[src/rtl/zrb_uart_rx_os_if.sv]
// Purpose: receive-side bundle from the UART receiver to the rx FIFO write port and status logic.
// Latency: none, wires only.
// Backpressure: none; valid is a one-clk write strobe that the FIFO must accept.
interface zrb_uart_rx_os_if;
    logic [8:0] data_out;
    logic       valid;
    logic       parity_err;
    logic       frame_err;
    logic       break_det;
    logic       busy;

    modport master (
        output data_out,
        output valid,
        output parity_err,
        output frame_err,
        output break_det,
        output busy
    );

    modport slave (
        input data_out,
        input valid,
        input parity_err,
        input frame_err,
        input break_det,
        input busy
    );
endinterface

[src/rtl/zrb_uart_rx_os.sv]
// Purpose: oversampled UART receiver with majority vote, false-start rejection, parity, framing and break detection.
// Latency: 2 clk sync + about (frame bits - 1/2) bit periods of clk_en ticks + 1 clk to the valid strobe.
// Backpressure: none; each frame produces one valid (or break_det) pulse that the consumer must take.
module zrb_uart_rx_os #(
    parameter int    NUM_BITS   = 8,
    parameter string PARITY     = "NO",
    parameter int    STOP_BIT   = 1,
    parameter int    OVERSAMPLE = 16
) (
    input  logic             clk,
    input  logic             reset,
    input  logic             clk_en,
    input  logic             rx,
    zrb_uart_rx_os_if.master rx_if
);

    localparam int SW      = $clog2(OVERSAMPLE);
    localparam int M       = OVERSAMPLE / 2;
    localparam bit PAR_EN  = (PARITY != "NO");
    localparam bit PAR_ODD = (PARITY == "ODD");

    typedef enum logic [2:0] {
        S_IDLE,
        S_START,
        S_DATA,
        S_PARITY,
        S_STOP,
        S_BRK_WAIT
    } state_t;

    state_t        state;
    state_t        state_nxt;

    logic          rx_meta;
    logic          rx_s;
    logic          rx_prev;

    logic [SW-1:0] smp;
    logic [3:0]    bit_idx;
    logic          stop_idx;
    logic [1:0]    vote;
    logic [8:0]    shreg;
    logic          perr_lat;
    logic          ferr_lat;

    logic          start_frame;
    logic          bit_inc;
    logic          stop_inc;
    logic          fire_valid;
    logic          fire_brk;

    // First two vote samples live in the register; the third is rx_s itself on the vote clk.
    wire vote_cap  = clk_en && ((smp == SW'(M - 1)) || (smp == SW'(M)));
    wire vote_clk  = clk_en && (smp == SW'(M + 1));
    wire bit_end   = clk_en && (smp == SW'(OVERSAMPLE - 1));
    wire bit_val   = (vote[1] & vote[0]) | (vote[1] & rx_s) | (vote[0] & rx_s);
    wire fall_edge = rx_prev && !rx_s;
    wire data_zero = (shreg == 9'd0);

    // Two-flop synchroniser plus the previous synchronised level for edge detection.
    always_ff @(posedge clk or negedge reset) begin
        if (!reset) begin
            rx_meta <= 1'b1;
            rx_s    <= 1'b1;
            rx_prev <= 1'b1;
        end else begin
            rx_meta <= rx;
            rx_s    <= rx_meta;
            rx_prev <= rx_s;
        end
    end

    // State register.
    always_ff @(posedge clk or negedge reset) begin
        if (!reset) begin
            state <= S_IDLE;
        end else begin
            state <= state_nxt;
        end
    end

    // Next-state decode and per-clk control strobes for the datapath.
    always_comb begin
        state_nxt   = state;
        start_frame = 1'b0;
        bit_inc     = 1'b0;
        stop_inc    = 1'b0;
        fire_valid  = 1'b0;
        fire_brk    = 1'b0;
        unique case (state)
            S_IDLE: begin
                if (fall_edge) begin
                    state_nxt   = S_START;
                    start_frame = 1'b1;
                end
            end
            S_START: begin
                if (vote_clk && bit_val) begin
                    state_nxt = S_IDLE;
                end else if (bit_end) begin
                    state_nxt = S_DATA;
                end
            end
            S_DATA: begin
                if (bit_end) begin
                    if (bit_idx == 4'(NUM_BITS - 1)) begin
                        state_nxt = PAR_EN ? S_PARITY : S_STOP;
                    end else begin
                        bit_inc = 1'b1;
                    end
                end
            end
            S_PARITY: begin
                if (bit_end) begin
                    state_nxt = S_STOP;
                end
            end
            S_STOP: begin
                if (vote_clk && (stop_idx == 1'(STOP_BIT - 1))) begin
                    // Leave at mid-bit so a back-to-back start edge is not missed.
                    if (data_zero && !bit_val) begin
                        state_nxt = S_BRK_WAIT;
                        fire_brk  = 1'b1;
                    end else begin
                        state_nxt  = S_IDLE;
                        fire_valid = 1'b1;
                    end
                end else if (bit_end) begin
                    stop_inc = 1'b1;
                end
            end
            S_BRK_WAIT: begin
                if (rx_s) begin
                    state_nxt = S_IDLE;
                end
            end
            default: begin
                state_nxt = S_IDLE;
            end
        endcase
    end

    // Sample counter, vote samples and bit/stop indices; all frozen between clk_en ticks.
    always_ff @(posedge clk or negedge reset) begin
        if (!reset) begin
            smp      <= '0;
            vote     <= 2'b11;
            bit_idx  <= '0;
            stop_idx <= 1'b0;
        end else begin
            if (start_frame || (state_nxt == S_IDLE) || (state_nxt == S_BRK_WAIT)) begin
                smp <= '0;
            end else if (clk_en) begin
                smp <= (smp == SW'(OVERSAMPLE - 1)) ? '0 : smp + 1'b1;
            end
            if (vote_cap) begin
                vote <= {vote[0], rx_s};
            end
            if (start_frame) begin
                bit_idx  <= '0;
                stop_idx <= 1'b0;
            end else begin
                if (bit_inc) begin
                    bit_idx <= bit_idx + 1'b1;
                end
                if (stop_inc) begin
                    stop_idx <= 1'b1;
                end
            end
        end
    end

    // Shift register and internal parity/framing latches for the frame in flight.
    always_ff @(posedge clk or negedge reset) begin
        if (!reset) begin
            shreg    <= '0;
            perr_lat <= 1'b0;
            ferr_lat <= 1'b0;
        end else if (start_frame) begin
            shreg    <= '0;
            perr_lat <= 1'b0;
            ferr_lat <= 1'b0;
        end else if (vote_clk) begin
            if (state == S_DATA) begin
                shreg[bit_idx] <= bit_val;
            end
            if (state == S_PARITY) begin
                perr_lat <= (^shreg) ^ bit_val ^ PAR_ODD;
            end
            if ((state == S_STOP) && !bit_val) begin
                ferr_lat <= 1'b1;
            end
        end
    end

    // Output word and flags load together on valid and hold until the next valid.
    always_ff @(posedge clk or negedge reset) begin
        if (!reset) begin
            rx_if.data_out   <= '0;
            rx_if.valid      <= 1'b0;
            rx_if.parity_err <= 1'b0;
            rx_if.frame_err  <= 1'b0;
            rx_if.break_det  <= 1'b0;
        end else begin
            rx_if.valid     <= fire_valid;
            rx_if.break_det <= fire_brk;
            if (fire_valid) begin
                rx_if.data_out   <= shreg;
                rx_if.parity_err <= perr_lat;
                rx_if.frame_err  <= ferr_lat | !bit_val;
            end
        end
    end

    assign rx_if.busy = (state != S_IDLE);

endmodule

[src/flat_wrapper.sv]
// flat-port wrapper written by rule: the top's interface ports become plain ports
module zrb_uart_rx_os_flat 
#(
    parameter int    NUM_BITS   = 8,
    parameter string PARITY     = "  ",
    parameter int    STOP_BIT   = 1,
    parameter int    OVERSAMPLE = 16
)
  (clk, reset, clk_en, rx, rx_if_data_out, rx_if_valid, rx_if_parity_err, rx_if_frame_err, rx_if_break_det, rx_if_busy);
  zrb_uart_rx_os_if rx_if_i ();
  input  logic clk;
  input  logic reset;
  input  logic clk_en;
  input  logic rx;
  output wire logic [$bits(rx_if_i.data_out)-1:0] rx_if_data_out;
  output wire logic [$bits(rx_if_i.valid)-1:0] rx_if_valid;
  output wire logic [$bits(rx_if_i.parity_err)-1:0] rx_if_parity_err;
  output wire logic [$bits(rx_if_i.frame_err)-1:0] rx_if_frame_err;
  output wire logic [$bits(rx_if_i.break_det)-1:0] rx_if_break_det;
  output wire logic [$bits(rx_if_i.busy)-1:0] rx_if_busy;
  assign rx_if_data_out = rx_if_i.data_out;
  assign rx_if_valid = rx_if_i.valid;
  assign rx_if_parity_err = rx_if_i.parity_err;
  assign rx_if_frame_err = rx_if_i.frame_err;
  assign rx_if_break_det = rx_if_i.break_det;
  assign rx_if_busy = rx_if_i.busy;
  zrb_uart_rx_os #(.NUM_BITS(NUM_BITS), .PARITY(PARITY), .STOP_BIT(STOP_BIT), .OVERSAMPLE(OVERSAMPLE)) u_core (.clk(clk), .reset(reset), .clk_en(clk_en), .rx(rx), .rx_if(rx_if_i));
endmodule
[config.mk]
export PLATFORM = sky130hd
export DESIGN_NAME = zrb_uart_rx_os_flat
export DESIGN_NICKNAME = d
export VERILOG_FILES = /design/src/rtl/zrb_uart_rx_os_if.sv /design/src/rtl/zrb_uart_rx_os.sv /design/src/flat_wrapper.sv
export SDC_FILE = /design/constraint.sdc
export NUM_CORES = 1
export LEC_CHECK = 0
export ABC_CLOCK_PERIOD_IN_PS = 3200
export CAP_MARGIN = 20
export CORE_UTILIZATION = 30
export DETAILED_ROUTE_END_ITERATION = 7
export GPL_TIMING_DRIVEN = 0
export SLEW_MARGIN = 15
export SYNTH_ARGS = -nofsm -noshare
export SYNTH_HDL_FRONTEND = slang
export SYNTH_SLANG_ARGS = --single-unit
[constraint.sdc]
create_clock -name clk -period 3.2 [get_ports clk]
set_input_delay 0.48 -clock clk [delete_from_list [all_inputs] [get_ports clk]]
set_output_delay 0.48 -clock clk [all_outputs]
set_load 0.02 [all_outputs]
======== Word level (Yosys, flattened, before mapping) ========
Index checks and enable logic that the tools add are counted.
storage, ports and cells
  register bits ........................... 41
  logic and storage cells ................. 111
  input port bits ......................... 4
  output and inout port bits .............. 14
operators by class
  magnitude comparators ................... 2
  eq/ne operators ......................... 11
  muxes and demuxes ....................... 43
  bitwise logic cells ..................... 8
  add/subtract/negate cells ............... 2
  reduce and logical (&&, ||, !) cells .... 29
operators by type and width
  cell                                                                   count
  3-bit two-way mux                                                      9
  9-bit two-way mux                                                      3
  1-bit two-way mux                                                      23
  4-bit two-way mux                                                      5
  3-bit case mux with 6 select lines                                     1
  2-bit nonzero test                                                     7
  4-bit equality test, second input constant                             3
  9-bit bitwise mux                                                      1
  3-bit equality test, second input constant                             3
  1-bit logical AND                                                      9
  9-bit zero test                                                        1
  9-bit XOR reduction                                                    1
  4-bit by 1-bit adder with 4-bit output, second input constant          2
  4-bit by 3-bit equality test with 1-bit output, second input constant  2
  3-bit by 2-bit equality test with 1-bit output, second input constant  2
  3-bit zero test                                                        2
  2-bit AND reduction                                                    3
  4-bit by 5-bit < comparator with 1-bit output, second input constant   1
  1-bit demux with 4-bit select                                          1
  4-bit by 1-bit >= comparator with 1-bit output, second input constant  1
  1-bit AND                                                              3
  3-bit by 1-bit equality test with 1-bit output, second input constant  1
  1-bit logical OR                                                       3
  1-bit bitwise OR                                                       3
  4 further kinds                                                        5

======== Logic depth before layout (Yosys ltp) ========
  word-level depth ........................ 12
  depth in mapped cells ................... 7
  gate-level depth less buffers ........... 7

======== Worst setup path before layout ========
OpenSTA, ideal clock, no wires.
  path type ............................... register to register
  start point ............................. register u_core.smp[1]
  end point ............................... register u_core.rx_if.data_out[0]
  period minus slack after synthesis ...... 2.085 ns
  stages on the path, launching flop included .. 8
  library setup time ...................... 0.125 ns
  required time ........................... 3.075 ns
  path buffers ............................ 1
  arrival time ............................ 1.961 ns
  slack ................................... 1.115 ns
  cells stage by stage .................... dfrtp_1 inv_1 ha_1 nand4b_4 or4_4 nor2_1 buf_4 mux2_2
between the ends
  longest elaborated chain between the ends .. 5
ends and longest elaborated chain
  item                         RTL line                 RTL
  start: declaration           zrb_uart_rx_os.sv:38     logic [SW-1:0] smp;
  start signal: assignment     zrb_uart_rx_os.sv:154    smp <= (smp == SW'(OVERSAMPLE - 1)) ? '0 : smp + 1'b1;
  4-bit equality test          zrb_uart_rx_os.sv:54     wire vote_clk = clk_en && (smp == SW'(M + 1));
  1-bit logical AND            zrb_uart_rx_os.sv:54
  1-bit logical AND            zrb_uart_rx_os.sv:119    if (vote_clk && (stop_idx == 1'(STOP_BIT - 1))) begin
  1-bit two-way mux            zrb_uart_rx_os.sv:119
  1-bit two-way mux            zrb_uart_rx_os.sv:90     unique case (state)
  named net u_core.fire_valid  zrb_uart_rx_os.sv:49     logic fire_valid;
  end signal: assignment       zrb_uart_rx_os.sv:208    rx_if.data_out <= shreg;
  end: declaration             zrb_uart_rx_os_if.sv:13  output data_out,
The timed path passes the listed nets, and every way through them passes these cells.
A chain may end at the register's enable or synchronous reset.

======== Worst setup path in the final report ========
  start point ............................. register u_core.state[0]
  end point ............................... output port rx_if_busy
between the ends
  longest elaborated chain between the ends .. 1
ends and longest elaborated chain
  item                      RTL line               RTL
  start: declaration        zrb_uart_rx_os.sv:31   state_t state;
  start signal: assignment  zrb_uart_rx_os.sv:78   state <= state_nxt;
  3-bit nonzero test        zrb_uart_rx_os.sv:215  assign rx_if.busy = (state != S_IDLE);
  end: declaration          flat_wrapper.sv:20     output wire logic [$bits(rx_if_i.busy)-1:0] rx_if_busy;
Every way passes these cells.

==> results.toml <==
[routing]
first_iter_violations = 81
route.antenna.remaining_nets = 0
dr.pass1.iters = 4
routed_via_density = 4.53
vias = 1428
wl_per_cell_um = 12.3
wl_um = 3890
post-route-drc-count = 0

[logic_synthesis]
yosys-top-cells-count = "36 x dfrtp_1, 19 x nor2_1, 16 x inv_1"
seq_area_frac_synth = 0.484
synthCells = 194
yosysMostFrequentCell = "dfrtp_1"
synth-warning-count = 0
synth_area_leaders = "dfrtp_1 42%, mux2_2 6.9%, ha_1 6.5%"
ys_async_sr_fraction = 1.00
synth_top_area_cell = "dfrtp_1"
syn_avg_cell_area_um2 = 11.0
yosysTopAreaCellShare = 0.423
synth-main-ff-cell = "dfrtp_1"
syn-cell-area_mm2 = 0.00213
ys_seq_elements = 41
ys_types = 45
syn_nets = 209
synth_edf_count = 0

[power]
ir_drop_v = 0.000172
power.density_mw_per_mm2 = 599
leakage_uw = 0.00116
p_total_uw = 1530

[cells_and_area]
area_growth_pct = 19.8
nets = 233
num_antenna_cells = 0
layout.cells.non_filler = 315
final_layout_size_suffix_gt1_frac = 0.187
fin_util = 0.374

[timing]
fmax_mhz = 397
slew_headroom = 0.648
skew_ps = 9.85
setup_ws_ps = 679
period_needed_ps = 2520
setup_viol_count_final = 0
worst_pin_slew_ps = 528
finalMaxSlewViolations = 0
rsz0062_at_grt = "no"
setup_tns_ps = 0
timing.final.crit_share = 0.788
hold_violations = 0

[setup_path]
path_class = "register to primary output"
end_kind = "primary output"
r2r_setup_slack_ps = 880
r2r-start = "u_core.smp[1]$_DFFE_PN0P_"
cp-start-kind = "register"
cp.required_ps = 2720
cp_max_fo = 10
crit_arrival_ps = 2040
r2r_end = "u_core.rx_if.data_out[1]$_DFFE_PN0P_"
worstRegToRegCells = 7

[die]
core_area_mm2 = 0.00683
rows = 30
start_util = 0.312
die_x_um = 86.3
die_area_mm2 = 0.00745
pin_count = 18
die_h_um = 86.3

[grt]
grt_pass1_vias = 1420
grt_first_pass_wirelength_um = 6830
grt_max_degree = 22
antenna_found_initial = 0
gr-total-overflow = 0
gr-usage-all-layers = 0.118

[placed_design]
gp_congestion = 0.799
pre_cts_slack_ps = 901
dp_hpwl_um = 2850
dp.cells = 307
port-buffer-count = 16

[cts]
cts_setup_buffers = 0
clk_pin_slew_worst_paths_ps = 90
worstSkewPairLatency_ps = 300
root_buffer = "clkbuf_8"
postCtsHoldBufs = 0
numCtsBuffers = 5
cts_max_level = 2
numClockSinks = 41
ctsLongestPathBuffers = 2
cts_tree = "done"
ctsResizeCount = 0

[min_path]
hp-class = "input port to asynchronous set/reset pin"

[flow_run]
max_cap_violations = 0

[status]
status = "completed"
==> per-layer routing <==
layer  vias up  routed length, µm  global-route usage
met1       678               1880               0.157
li1        722                  -                   -
met5         -                  0                   0
met3         5                 99              0.0238
met2        23               1840               0.189
met4         0                 74              0.0500
==> through the flow <==
| step | instance area, µm² | hold slack [ps] |
|---|---|---|
| finish | 2550 | 156 |
| global route | 2550 | 192 |
| CTS | 2550 | 164 |
| detailed placement | 2430 | 353 |
| global placement | 2410 | 347 |
| floorplan | 2130 | 184 |
==> flip-flops by register name, indices dropped and copies added (netlist names) <==
name / count
u_core.smp: 4
u_core.perr_lat: 1
u_core.rx_meta: 1
u_core.rx_if.valid: 1
u_core.rx_s: 1
u_core.rx_if.parity_err: 1
u_core.rx_if.frame_err: 1
u_core.bit_idx: 4
u_core.vote: 2
u_core.rx_prev: 1
u_core.rx_if.data_out: 9
u_core.stop_idx: 1
u_core.rx_if.break_det: 1
u_core.shreg: 9
u_core.ferr_lat: 1
u_core.state: 3
==> placed cells by master (no fill, tap or decap), drive strengths merged, types with 2 or more instances in the layout <==
| cell | instances |
|---|---|
| or4 | 2 |
| dfrtp | 36 |
| nand2 | 10 |
| nand4 | 2 |
| o21ai | 3 |
| mux2i | 11 |
| ha | 11 |
| buf | 6 |
| nand4b | 2 |
| nor3 | 2 |
| o22a | 2 |
| inv | 16 |
| or3 | 4 |
| a21oi | 5 |
| dfstp | 5 |
| nand3b | 4 |
| mux2 | 13 |
| xor2 | 3 |
| clkbuf | 10 |
| xnor2 | 5 |
| nor2 | 19 |
| nor3b | 2 |
| or3b | 3 |
| nand3 | 7 |
| nor4 | 7 |
| clkdlybuf4s50 | 15 |
==> area by class of cell <==
class | count | area, µm²
buffer | 8 | 37.5
tap | 96 | 120
clock inverter | 2 | 37.5
clock buffer | 6 | 82.6
multi-input combinational | 129 | 1000
sequential | 41 | 1030
timing repair buffer | 17 | 183
fill | 721 | 4280
inverter | 16 | 60.1
==> cell families after synthesis <==
kind of cell	Yosys count	synth area share
AND/OR/NAND/NOR	68	0.193
XOR/XNOR	8	0.0329
AO/OA/AOI/OAI	17	0.0546
buffers and inverters	24	0.0458
multiplexers	24	0.120
flip-flops	41	0.484
adder cells (fa/ha/maj)	12	0.0692
==> report_power, final <==
part           leakage, µW  switching, µW  internal [µW]
Sequential        0.000536           75.0            606
Combinational     0.000564            232            180
Clock            0.0000574            184            254
==> critical path, stage by stage, from the launching register on <==
cell and delay [ps]:
dfrtp_1 420, clkbuf_1 230, or3_2 550, clkdlybuf4s50_1 550
==> worst max-delay path by stage <==
stage,start,end,slack [ps],depth (start not counted)
floorplan,u_core.smp[1]$_DFFE_PN0P_,u_core.rx_if.data_out[0]$_DFFE_PN0P_,1110,7
global placement,reset,u_core.rx_if.valid$_DFF_PN0_,570,1
detailed placement,u_core.smp[1]$_DFFE_PN0P_,u_core.rx_if.data_out[1]$_DFFE_PN0P_,900,7
CTS,u_core.state[0]$_DFF_PN0_,rx_if_busy,670,3
global route,u_core.state[0]$_DFF_PN0_,rx_if_busy,610,3
finish,u_core.state[0]$_DFF_PN0_,rx_if_busy,680,3
No activity file was read; power rests on OpenSTA's default activity.
